File: src/rtl/pb_debounce_evt.sv
// pb_debounce_evt: conditions a raw active-low push button into single-cycle
// press / release / long-press events plus a debounced "held" level.
// Optional auto-repeat pulses are compiled in with the AUTO_REPEAT_EN macro;
// without it rpt is tied low and the repeat counter does not exist.
module pb_debounce_evt #(
    parameter int unsigned DB_CYCLES     = 50000,
    parameter int unsigned LONG_CYCLES   = 25000000,
    parameter int unsigned REPEAT_CYCLES = 5000000
) (
    input  logic clk,
    input  logic rst_n,
    input  logic PB,
    output logic pressed,
    output logic released,
    output logic long_press,
    output logic rpt,
    output logic held
);

    localparam int unsigned DB_W   = $clog2(DB_CYCLES + 1);
    localparam int unsigned HOLD_W = $clog2(LONG_CYCLES + 1);

    // Parameter sanity: a one-cycle debounce or a long-press shorter than the
    // debounce window makes the event ordering meaningless.
    if (DB_CYCLES < 2) begin : g_bad_db
        $error("pb_debounce_evt: DB_CYCLES must be >= 2");
    end
    if (LONG_CYCLES <= DB_CYCLES) begin : g_bad_long
        $error("pb_debounce_evt: LONG_CYCLES must exceed DB_CYCLES");
    end
    if (REPEAT_CYCLES < 1) begin : g_bad_rpt
        $error("pb_debounce_evt: REPEAT_CYCLES must be >= 1");
    end

    typedef enum logic [1:0] {
        ST_UP      = 2'd0,
        ST_WAIT_DN = 2'd1,
        ST_DOWN    = 2'd2,
        ST_WAIT_UP = 2'd3
    } state_e;

    logic              sync1_q, sync2_q;
    logic              pb_s;
    state_e            state_q, state_d;
    logic [DB_W-1:0]   db_cnt_q, db_cnt_d;
    logic [HOLD_W-1:0] hold_cnt_q, hold_cnt_d;
    logic              pressed_q, pressed_d;
    logic              released_q, released_d;
    logic              long_q, long_d;
    logic              held_q, held_d;
    logic              accept_rel;
    logic              in_hold;

    // Two-flop synchronizer; presets to "released" so reset never looks like a press.
    always_ff @(posedge clk or negedge rst_n) begin
        if (!rst_n) begin
            sync1_q <= 1'b1;
            sync2_q <= 1'b1;
        end else begin
            // NOTE: non-blocking assignments here keep the two stages as two real flops.
            sync1_q <= PB;
            sync2_q <= sync1_q;
        end
    end

    assign pb_s    = sync2_q;
    assign in_hold = (state_q == ST_DOWN) || (state_q == ST_WAIT_UP);

    // Debounce FSM next-state, debounce/hold counters and event decode.
    always_comb begin
        // NOTE: every signal gets a default first so no path infers a latch.
        state_d    = state_q;
        db_cnt_d   = db_cnt_q;
        hold_cnt_d = hold_cnt_q;
        pressed_d  = 1'b0;
        released_d = 1'b0;
        long_d     = 1'b0;
        held_d     = held_q;
        accept_rel = 1'b0;

        case (state_q)
            ST_UP: begin
                if (!pb_s) begin
                    state_d  = ST_WAIT_DN;
                    db_cnt_d = DB_W'(1);
                end
            end
            ST_WAIT_DN: begin
                if (pb_s) begin
                    state_d  = ST_UP;
                    db_cnt_d = '0;
                end else if (db_cnt_q == DB_W'(DB_CYCLES - 1)) begin
                    state_d    = ST_DOWN;
                    db_cnt_d   = '0;
                    pressed_d  = 1'b1;
                    held_d     = 1'b1;
                    hold_cnt_d = '0;
                end else begin
                    db_cnt_d = db_cnt_q + DB_W'(1);
                end
            end
            ST_DOWN: begin
                if (pb_s) begin
                    state_d  = ST_WAIT_UP;
                    db_cnt_d = DB_W'(1);
                end
            end
            ST_WAIT_UP: begin
                if (!pb_s) begin
                    state_d  = ST_DOWN;
                    db_cnt_d = '0;
                end else if (db_cnt_q == DB_W'(DB_CYCLES - 1)) begin
                    state_d    = ST_UP;
                    db_cnt_d   = '0;
                    released_d = 1'b1;
                    held_d     = 1'b0;
                    accept_rel = 1'b1;
                end else begin
                    db_cnt_d = db_cnt_q + DB_W'(1);
                end
            end
            default: begin
                state_d  = ST_UP;
                db_cnt_d = '0;
                held_d   = 1'b0;
            end
        endcase

        // Hold timer runs while accepted-pressed (bounces included) and saturates,
        // so long_press can fire only once per hold.
        if (in_hold && (hold_cnt_q != HOLD_W'(LONG_CYCLES))) begin
            hold_cnt_d = hold_cnt_q + HOLD_W'(1);
            if ((hold_cnt_q == HOLD_W'(LONG_CYCLES - 1)) && !accept_rel) begin
                long_d = 1'b1;
            end
        end
    end

    // State, counters and registered event outputs.
    always_ff @(posedge clk or negedge rst_n) begin
        if (!rst_n) begin
            state_q    <= ST_UP;
            db_cnt_q   <= '0;
            hold_cnt_q <= '0;
            pressed_q  <= 1'b0;
            released_q <= 1'b0;
            long_q     <= 1'b0;
            held_q     <= 1'b0;
        end else begin
            state_q    <= state_d;
            db_cnt_q   <= db_cnt_d;
            hold_cnt_q <= hold_cnt_d;
            pressed_q  <= pressed_d;
            released_q <= released_d;
            long_q     <= long_d;
            held_q     <= held_d;
        end
    end

    assign pressed    = pressed_q;
    assign released   = released_q;
    assign long_press = long_q;
    assign held       = held_q;

`ifdef AUTO_REPEAT_EN
    localparam int unsigned RPT_W = $clog2(REPEAT_CYCLES + 1);

    logic [RPT_W-1:0] rpt_cnt_q, rpt_cnt_d;
    logic             rpt_q, rpt_d;

    // Repeat timer starts once the hold timer has saturated (long press done).
    always_comb begin
        rpt_cnt_d = rpt_cnt_q;
        rpt_d     = 1'b0;
        if (accept_rel || pressed_d) begin
            rpt_cnt_d = '0;
        end else if (in_hold && (hold_cnt_q == HOLD_W'(LONG_CYCLES))) begin
            if (rpt_cnt_q == RPT_W'(REPEAT_CYCLES - 1)) begin
                rpt_cnt_d = '0;
                rpt_d     = 1'b1;
            end else begin
                rpt_cnt_d = rpt_cnt_q + RPT_W'(1);
            end
        end
    end

    // Repeat counter and registered repeat pulse.
    always_ff @(posedge clk or negedge rst_n) begin
        if (!rst_n) begin
            rpt_cnt_q <= '0;
            rpt_q     <= 1'b0;
        end else begin
            rpt_cnt_q <= rpt_cnt_d;
            rpt_q     <= rpt_d;
        end
    end

    assign rpt = rpt_q;
`else
    assign rpt = 1'b0;
`endif

endmodule
File: config.mk
export PLATFORM = sky130hd
export DESIGN_NAME = pb_debounce_evt
export DESIGN_NICKNAME = d
export VERILOG_FILES = /design/src/rtl/pb_debounce_evt.sv
export SDC_FILE = /design/constraint.sdc
export NUM_CORES = 1
export LEC_CHECK = 0
export ABC_AREA = 0
export BUFFER_PORTS_ARGS = -buffer_cell sky130_fd_sc_hd__buf_2
export CORE_ASPECT_RATIO = 0.9
export CORE_MARGIN = 1.5
export CORE_UTILIZATION = 60
export DETAILED_ROUTE_END_ITERATION = 10
export MAX_ROUTING_LAYER = met4
export PLACE_DENSITY_LB_ADDON = 0.1
export SETUP_SLACK_MARGIN = 0.5
export SLEW_MARGIN = 20
export SYNTH_ARGS = -nofsm -noshare
export SYNTH_HDL_FRONTEND = slang
export SYNTH_SLANG_ARGS = --single-unit
File: constraint.sdc
create_clock -name clk -period 2.4 [get_ports clk]
set_input_delay 0.12 -clock clk [delete_from_list [all_inputs] [get_ports clk]]
set_output_delay 0.12 -clock clk [all_outputs]
set_load 0.005 [all_outputs]
==> reports/metrics.yaml, run 1 <==
status: "finished clean"
pre_cts_ws_ns: 0.3705
initial_utilization: 0.6169
fin_util: 0.6926
area_delta_synth_final_pct: 12.28
fin_area_um2: 2803
max_slew.worst_pin.slew_ns: 0.5666
min_path_type: "in2async"
power_leakage_nw: 1.177
h-tree-depth: 2
dp.cells: 312
place_area_um2: 2564
clock_latency_ns: 0.30
numCtsBuffers: 5
die_w_um: 70.99
whs_ns: 0.3060
rows: 22
fin_skew_ns: 0.01014
synthCells: 264
grt_pass1_vias: 1884
synth_seq_cells: 49
synth_area_um2: 2496
ys_async_sr_fraction: 1.000
dr.first_iter.drc_count: 240
place_congestion: 0.8460
grt_util_all_layers: 0.2573
clkPwrFrac: 0.293
rsz0062_at_grt: "yes"
synth.distinct_cells: 45
path_max_fanout: 10
dp_hpwl_mm: 3.559
nets: 286
ios: 8
setup_viol: 0
syn_avg_cell_area_um2: 9.455
cts_tree: "yes"
layout_commonest_cell: "dfrtp_1"
hold_viol: 0
min_period_over_period: 0.7925
drcViolationCount: 0
grt_pass1_wl_mm: 8.956
ys.flop_type: "dfrtp_1"
clkSlewWorstSetupHoldPaths_ns: 0.08
layout-drive-gt1-share: 0.1779
ant_nets: 0
cts.sinks: 49
wire_per_inst_um: 16.26
endpoint_kind: "flip-flop"
grt_max_degree: 30
ys_warn_count: 0
place.port_buffers: 6
required_ns: 2.58
switchingPower_uw: 443.8
overflow: 0
dr.pass1.iters: 4
max-vdd-ir-drop_uv: 480.9
cts_root_buffer: "clkbuf_8"
crit_type: "reg2reg"
wl_mm: 5.349
maxCapViolations: 0
slew_headroom: 0.6209
timing.fmax_ghz: 0.5257
diodes: 0
antenna_found_initial: 0
viasPerCell: 6.362
vias: 2093
p_int_mw: 1.140
mostFrequentLayoutCells: "dfrtp_1 (41), nand3_1 (37), nand2_1 (27)"
start_kind: "flip-flop"
worstPathArrival_ns: 2.08
seq_power_share: 0.571
coreArea_um2: 4046
fin_cells: 329
synth_edf_count: 0
final.min_clock_period_ns: 1.902
final_max_slew_viol_count: 0
pwr-share-comb: 0.137
timing.final.ws_setup_ns: 0.4979
ys_seq_area_frac: 0.4922
netSwitchingFraction: 0.2802
power.density_nw_per_um2: 565.1
fp.dieH_um: 64.19
total_power_mw: 1.584
die_area_um2: 4557
tns_ns: 0
final.fill_count: 321
syn_nets: 270
cts_max_path_buffers: 2
r2r_cells: 5
## cell families (layout without fill, tap and decap cells)
logic type,count (synthesis),after routing,synth area share
simple gates,129,130,0.2837
compound gates,56,56,0.1404
flops,49,49,0.4922
buf+inv,18,34,0.03459
xor+xnor,5,5,0.02056
fa+ha+maj,3,3,0.01504
mux,3,3,0.01203
other cells,1,1,0.001502
## metal layers
layer | track usage | share of wire | vias up
li1 | - | - | 1012
met1 | 0.3696 | 0.50 | 1005
met2 | 0.3680 | 0.43 | 67
met3 | 0.04732 | 0.049 | 9
met4 | 0.09198 | 0.015 | 0
met5 | - | 0 | -
## power groups by stage
stage | Sequential, mW | Clock [mW] | Combinational [mW]
after CTS | 0.901 | 0.477 | 0.195
after global placement | 0.917 | 0 | 0.187
final | 0.904 | 0.463 | 0.217
after floorplan | 0.896 | 0 | 0.166
after detailed placement | 0.918 | 0 | 0.188
after global routing | 0.910 | 0.508 | 0.243
## synthesized netlist by cell type (2+ instances only)
| library cell | number | area, µm² |
|---|---|---|
| a21oi_1 | 8 | 40.04 |
| a31oi_1 | 9 | 56.30 |
| a41oi_1 | 2 | 17.52 |
| and3_1 | 8 | 50.05 |
| and4_1 | 2 | 17.52 |
| buf_2 | 6 | 30.03 |
| clkbuf_1 | 3 | 11.26 |
| dfrtp_1 | 47 | 1176 |
| dfstp_2 | 2 | 52.55 |
| ha_1 | 3 | 37.54 |
| inv_1 | 7 | 26.28 |
| mux2i_1 | 3 | 30.03 |
| nand2_1 | 28 | 105.1 |
| nand3_1 | 37 | 185.2 |
| nand3b_1 | 3 | 22.52 |
| nand4_1 | 12 | 75.07 |
| nand4bb_1 | 2 | 22.52 |
| nor2_1 | 13 | 48.80 |
| nor3_1 | 3 | 15.01 |
| nor4_1 | 3 | 18.77 |
| nor4b_1 | 2 | 17.52 |
| o211ai_1 | 3 | 22.52 |
| o21ai_0 | 25 | 125.1 |
| o31ai_1 | 4 | 30.03 |
| or2_2 | 2 | 12.51 |
| or3_1 | 4 | 25.02 |
| or4_1 | 3 | 22.52 |
| xor2_1 | 3 | 26.28 |
## critical path, stage by stage, from the launching register on
cell	delay, ns
dfrtp_1	0.41
or4b_4	0.60
nor4_4	0.23
buf_4	0.18
nor2_2	0.11
a22o_1	0.26
## area by class of cell
class / count / area, µm² / share of cell area
clock buffer: 8 / 80.08 / 0.02857
inverter: 7 / 26.28 / 0.009375
multi-input combinational: 198 / 1264 / 0.4509
tap: 48 / 60.06 / 0.02143
sequential: 49 / 1236 / 0.4411
timing repair buffer: 19 / 136.4 / 0.04866
## flip-flops by register name, indices dropped and copies added (netlist names), named ones only
register    cells
db_cnt_q       16
held            1
hold_cnt_q     25
long_press      1
pb_s            1
pressed         1
released        1
state_q         1
sync1_q         1
## final timing paths
check / startpoint / end / slack (ns)
max: db_cnt_q[7]$_DFFE_PN0P_ / db_cnt_q[1]$_DFFE_PN0P_ / 0.50
min: rst_n / db_cnt_q[14]$_DFFE_PN0P_ / 0.31
max reg2reg: db_cnt_q[7]$_DFFE_PN0P_ / db_cnt_q[1]$_DFFE_PN0P_ / 0.50
min reg2reg: sync1_q$_DFF_PN1_ / pb_s$_DFF_PN1_ / 0.36
max in group asynchronous: rst_n / hold_cnt_q[0]$_DFFE_PN0P_ / 1.33
min in group clk: sync1_q$_DFF_PN1_ / pb_s$_DFF_PN1_ / 0.36
## what timing repair did
action | 4_1_cts | 5_1_grt
hold buffers | 2 | 0
pin swaps | 1 | 6
setup buffers | 0 | 6
setup endpoints to repair | 27 | 34
hold endpoints to repair | 19 | 0
gates cloned | 0 | 1
resized for setup | 6 | 18
(Power assumes the default switching activity.)
==> run 2: changes to the inputs <==
==> constraint.sdc (replaced) <==
create_clock -name clk -period 1.89 [get_ports clk]
set_input_delay 0.0945 -clock clk [delete_from_list [all_inputs] [get_ports clk]]
set_output_delay 0.0945 -clock clk [all_outputs]
set_load 0.005 [all_outputs]
==> run 2 against run 1 <==
Against the previous run:
- die area unchanged
- cell area is 13% higher
- count of clock-buffer cells in the layout is the same
- sequential power grew 26%
- via count grew 7.5%
- clock skew hardly changed
- non-clock buffer count rose by 25
- critical endpoint is now db_cnt_q[0]$_DFFE_PN0P_
==> reports/metrics.yaml, run 2 (same netlist as run 1, synthesis figures left out) <==
status: "finished clean"
endpoint_kind: "flip-flop"
grt_max_degree: 50
vias: 2250
fin_cells: 354
layout-drive-gt1-share: 0.3039
die_w_um: 70.99
worstPathArrival_ns: 2.08
top_register: "hold_cnt_q"
cts.sinks: 49
final_max_slew_viol_count: 0
power.density_nw_per_um2: 677.5
required_ns: 2.09
overflow: 0
fp.dieH_um: 64.19
fin_skew_ns: 0.009856
ios: 8
r2r_slack_ns: 0.004
final.min_clock_period_ns: 1.886
place_congestion: 0.8755
grt_pass1_vias: 2057
initial_utilization: 0.6169
dr.first_iter.drc_count: 191
rows: 22
mostFrequentLayoutCells: "dfrtp_1 (47), buf_4 (32), nand2_1 (26)"
place_area_um2: 2761
coreArea_um2: 4046
cts_tree: "yes"
power_leakage_nw: 1.386
grt_pass1_wl_mm: 9.708
numCtsBuffers: 5
grt_util_all_layers: 0.2747
cts_root_buffer: "clkbuf_8"
hold_viol: 0
cts_max_path_buffers: 2
layout_commonest_cell: "dfrtp_1"
slew_headroom: 0.5938
nets: 311
viasPerCell: 6.356
largest_reg_flops: 25
crit_type: "reg2reg"
max_slew.worst_pin.slew_ns: 0.6094
timing.fmax_ghz: 0.5303
fin_area_um2: 3179
dp.cells: 330
max-vdd-ir-drop_uv: 505.8
h-tree-depth: 2
min_path_type: "reg2reg"
wl_mm: 6.200
rsz0062_at_grt: "yes"
drcViolationCount: 0
area_delta_synth_final_pct: 27.37
reg_top3: "hold_cnt_q: 25 flops, db_cnt_q: 16 flops"
path_max_fanout: 5
diodes: 0
clkSlewWorstSetupHoldPaths_ns: 0.09
wire_per_inst_um: 17.51
ant_nets: 0
antenna_found_initial: 0
start_kind: "flip-flop"
clock_latency_ns: 0.30
dp_hpwl_mm: 3.773
die_area_um2: 4557
place.port_buffers: 6
min_period_over_period: 0.9978
dr.pass1.iters: 4
setup_viol: 0
maxCapViolations: 0
==> run 2: cell types whose count changed in the layout (fill, tap and decap cells not counted), moves of 2 or more <==
cell,change
nor3_1,+2
dfrtp_2,-6
o21ai_0,-15
o21ai_1,+12
dfrtp_1,+6
clkbuf_16,+2
nor3_2,-2
buf_4,+22
o21ai_2,+3
nand3_1,-16
nand3_2,+15
nor4b_1,-2
==> run 2: where the power goes <==
| group | internal, mW | leakage [nW] | switching, mW | total, mW |
|---|---|---|---|---|
| clock network | 0.299 | 0.0455 | 0.330 | 0.629 |
| logic | 0.148 | 0.668 | 0.239 | 0.387 |
| registers | 1.09 | 0.673 | 0.0464 | 1.14 |
==> run 2: layout make-up <==
| cell class | instances | area, µm² |
|---|---|---|
| Tap cell | 48 | 60.06 |
| Multi-Input combinational cell | 198 | 1403 |
| Timing Repair Buffer | 44 | 371.6 |
| Inverter | 7 | 26.28 |
| Clock buffer | 8 | 90.09 |
| Sequential cell | 49 | 1229 |
| Fill cell | 267 | 867.1 |
==> run 2: path summary, 6_finish.rpt <==
| path | startpoint | end | cells past startpoint |
|---|---|---|---|
| max | db_cnt_q[7]$_DFFE_PN0P_ | db_cnt_q[0]$_DFFE_PN0P_ | 5 |
| min | sync1_q$_DFF_PN1_ | pb_s$_DFF_PN1_ | 0 |
| max reg2reg | db_cnt_q[7]$_DFFE_PN0P_ | db_cnt_q[0]$_DFFE_PN0P_ | 5 |
| min reg2reg | sync1_q$_DFF_PN1_ | pb_s$_DFF_PN1_ | 0 |
| max in group asynchronous | rst_n | hold_cnt_q[16]$_DFFE_PN0P_ | 3 |
| min in group asynchronous | rst_n | db_cnt_q[4]$_DFFE_PN0P_ | 3 |
==> run 2: worst max-delay path: stages, from the launching register on <==
cell	delay, ns
dfrtp_1	0.38
or4b_4	0.59
nor4_4	0.33
or2_2	0.26
o21ai_0	0.10
o21a_1	0.12
==> run 2: what timing repair did <==
action,CTS,global route
endpoints found under the setup margin,47,47
cloned,0,3
hold endpoints to repair,48,0
setup buffers,7,4
pin swaps,1,6
hold buffers,2,0
resized for setup,10,26
==> run 2: stage by stage <==
stage          utilization  total power, mW  hold WS (ns)  worst slack, ns  TNS (ns)
2_1_floorplan            -            1.370       -0.2011           0.1347         0
3_3_place_gp        0.6824            1.462        0.2004         -0.07331   -0.1328
3_5_place_dp        0.6824            1.472        0.2009          -0.1507   -0.7699
4_1_cts             0.7325            2.116        0.3642          0.08334         0
5_1_grt             0.7857            2.238        0.3720         -0.05403   -0.3448
6_report            0.7857            2.154        0.3663         0.004160         0
==> run 2: per-layer routing <==
| metal | wire, µm | track usage |
|---|---|---|
| met4 | 63 | 0.07075 |
| met1 | 3108 | 0.4129 |
| met3 | 333 | 0.05521 |
| met5 | 0 | - |
| met2 | 2694 | 0.3808 |
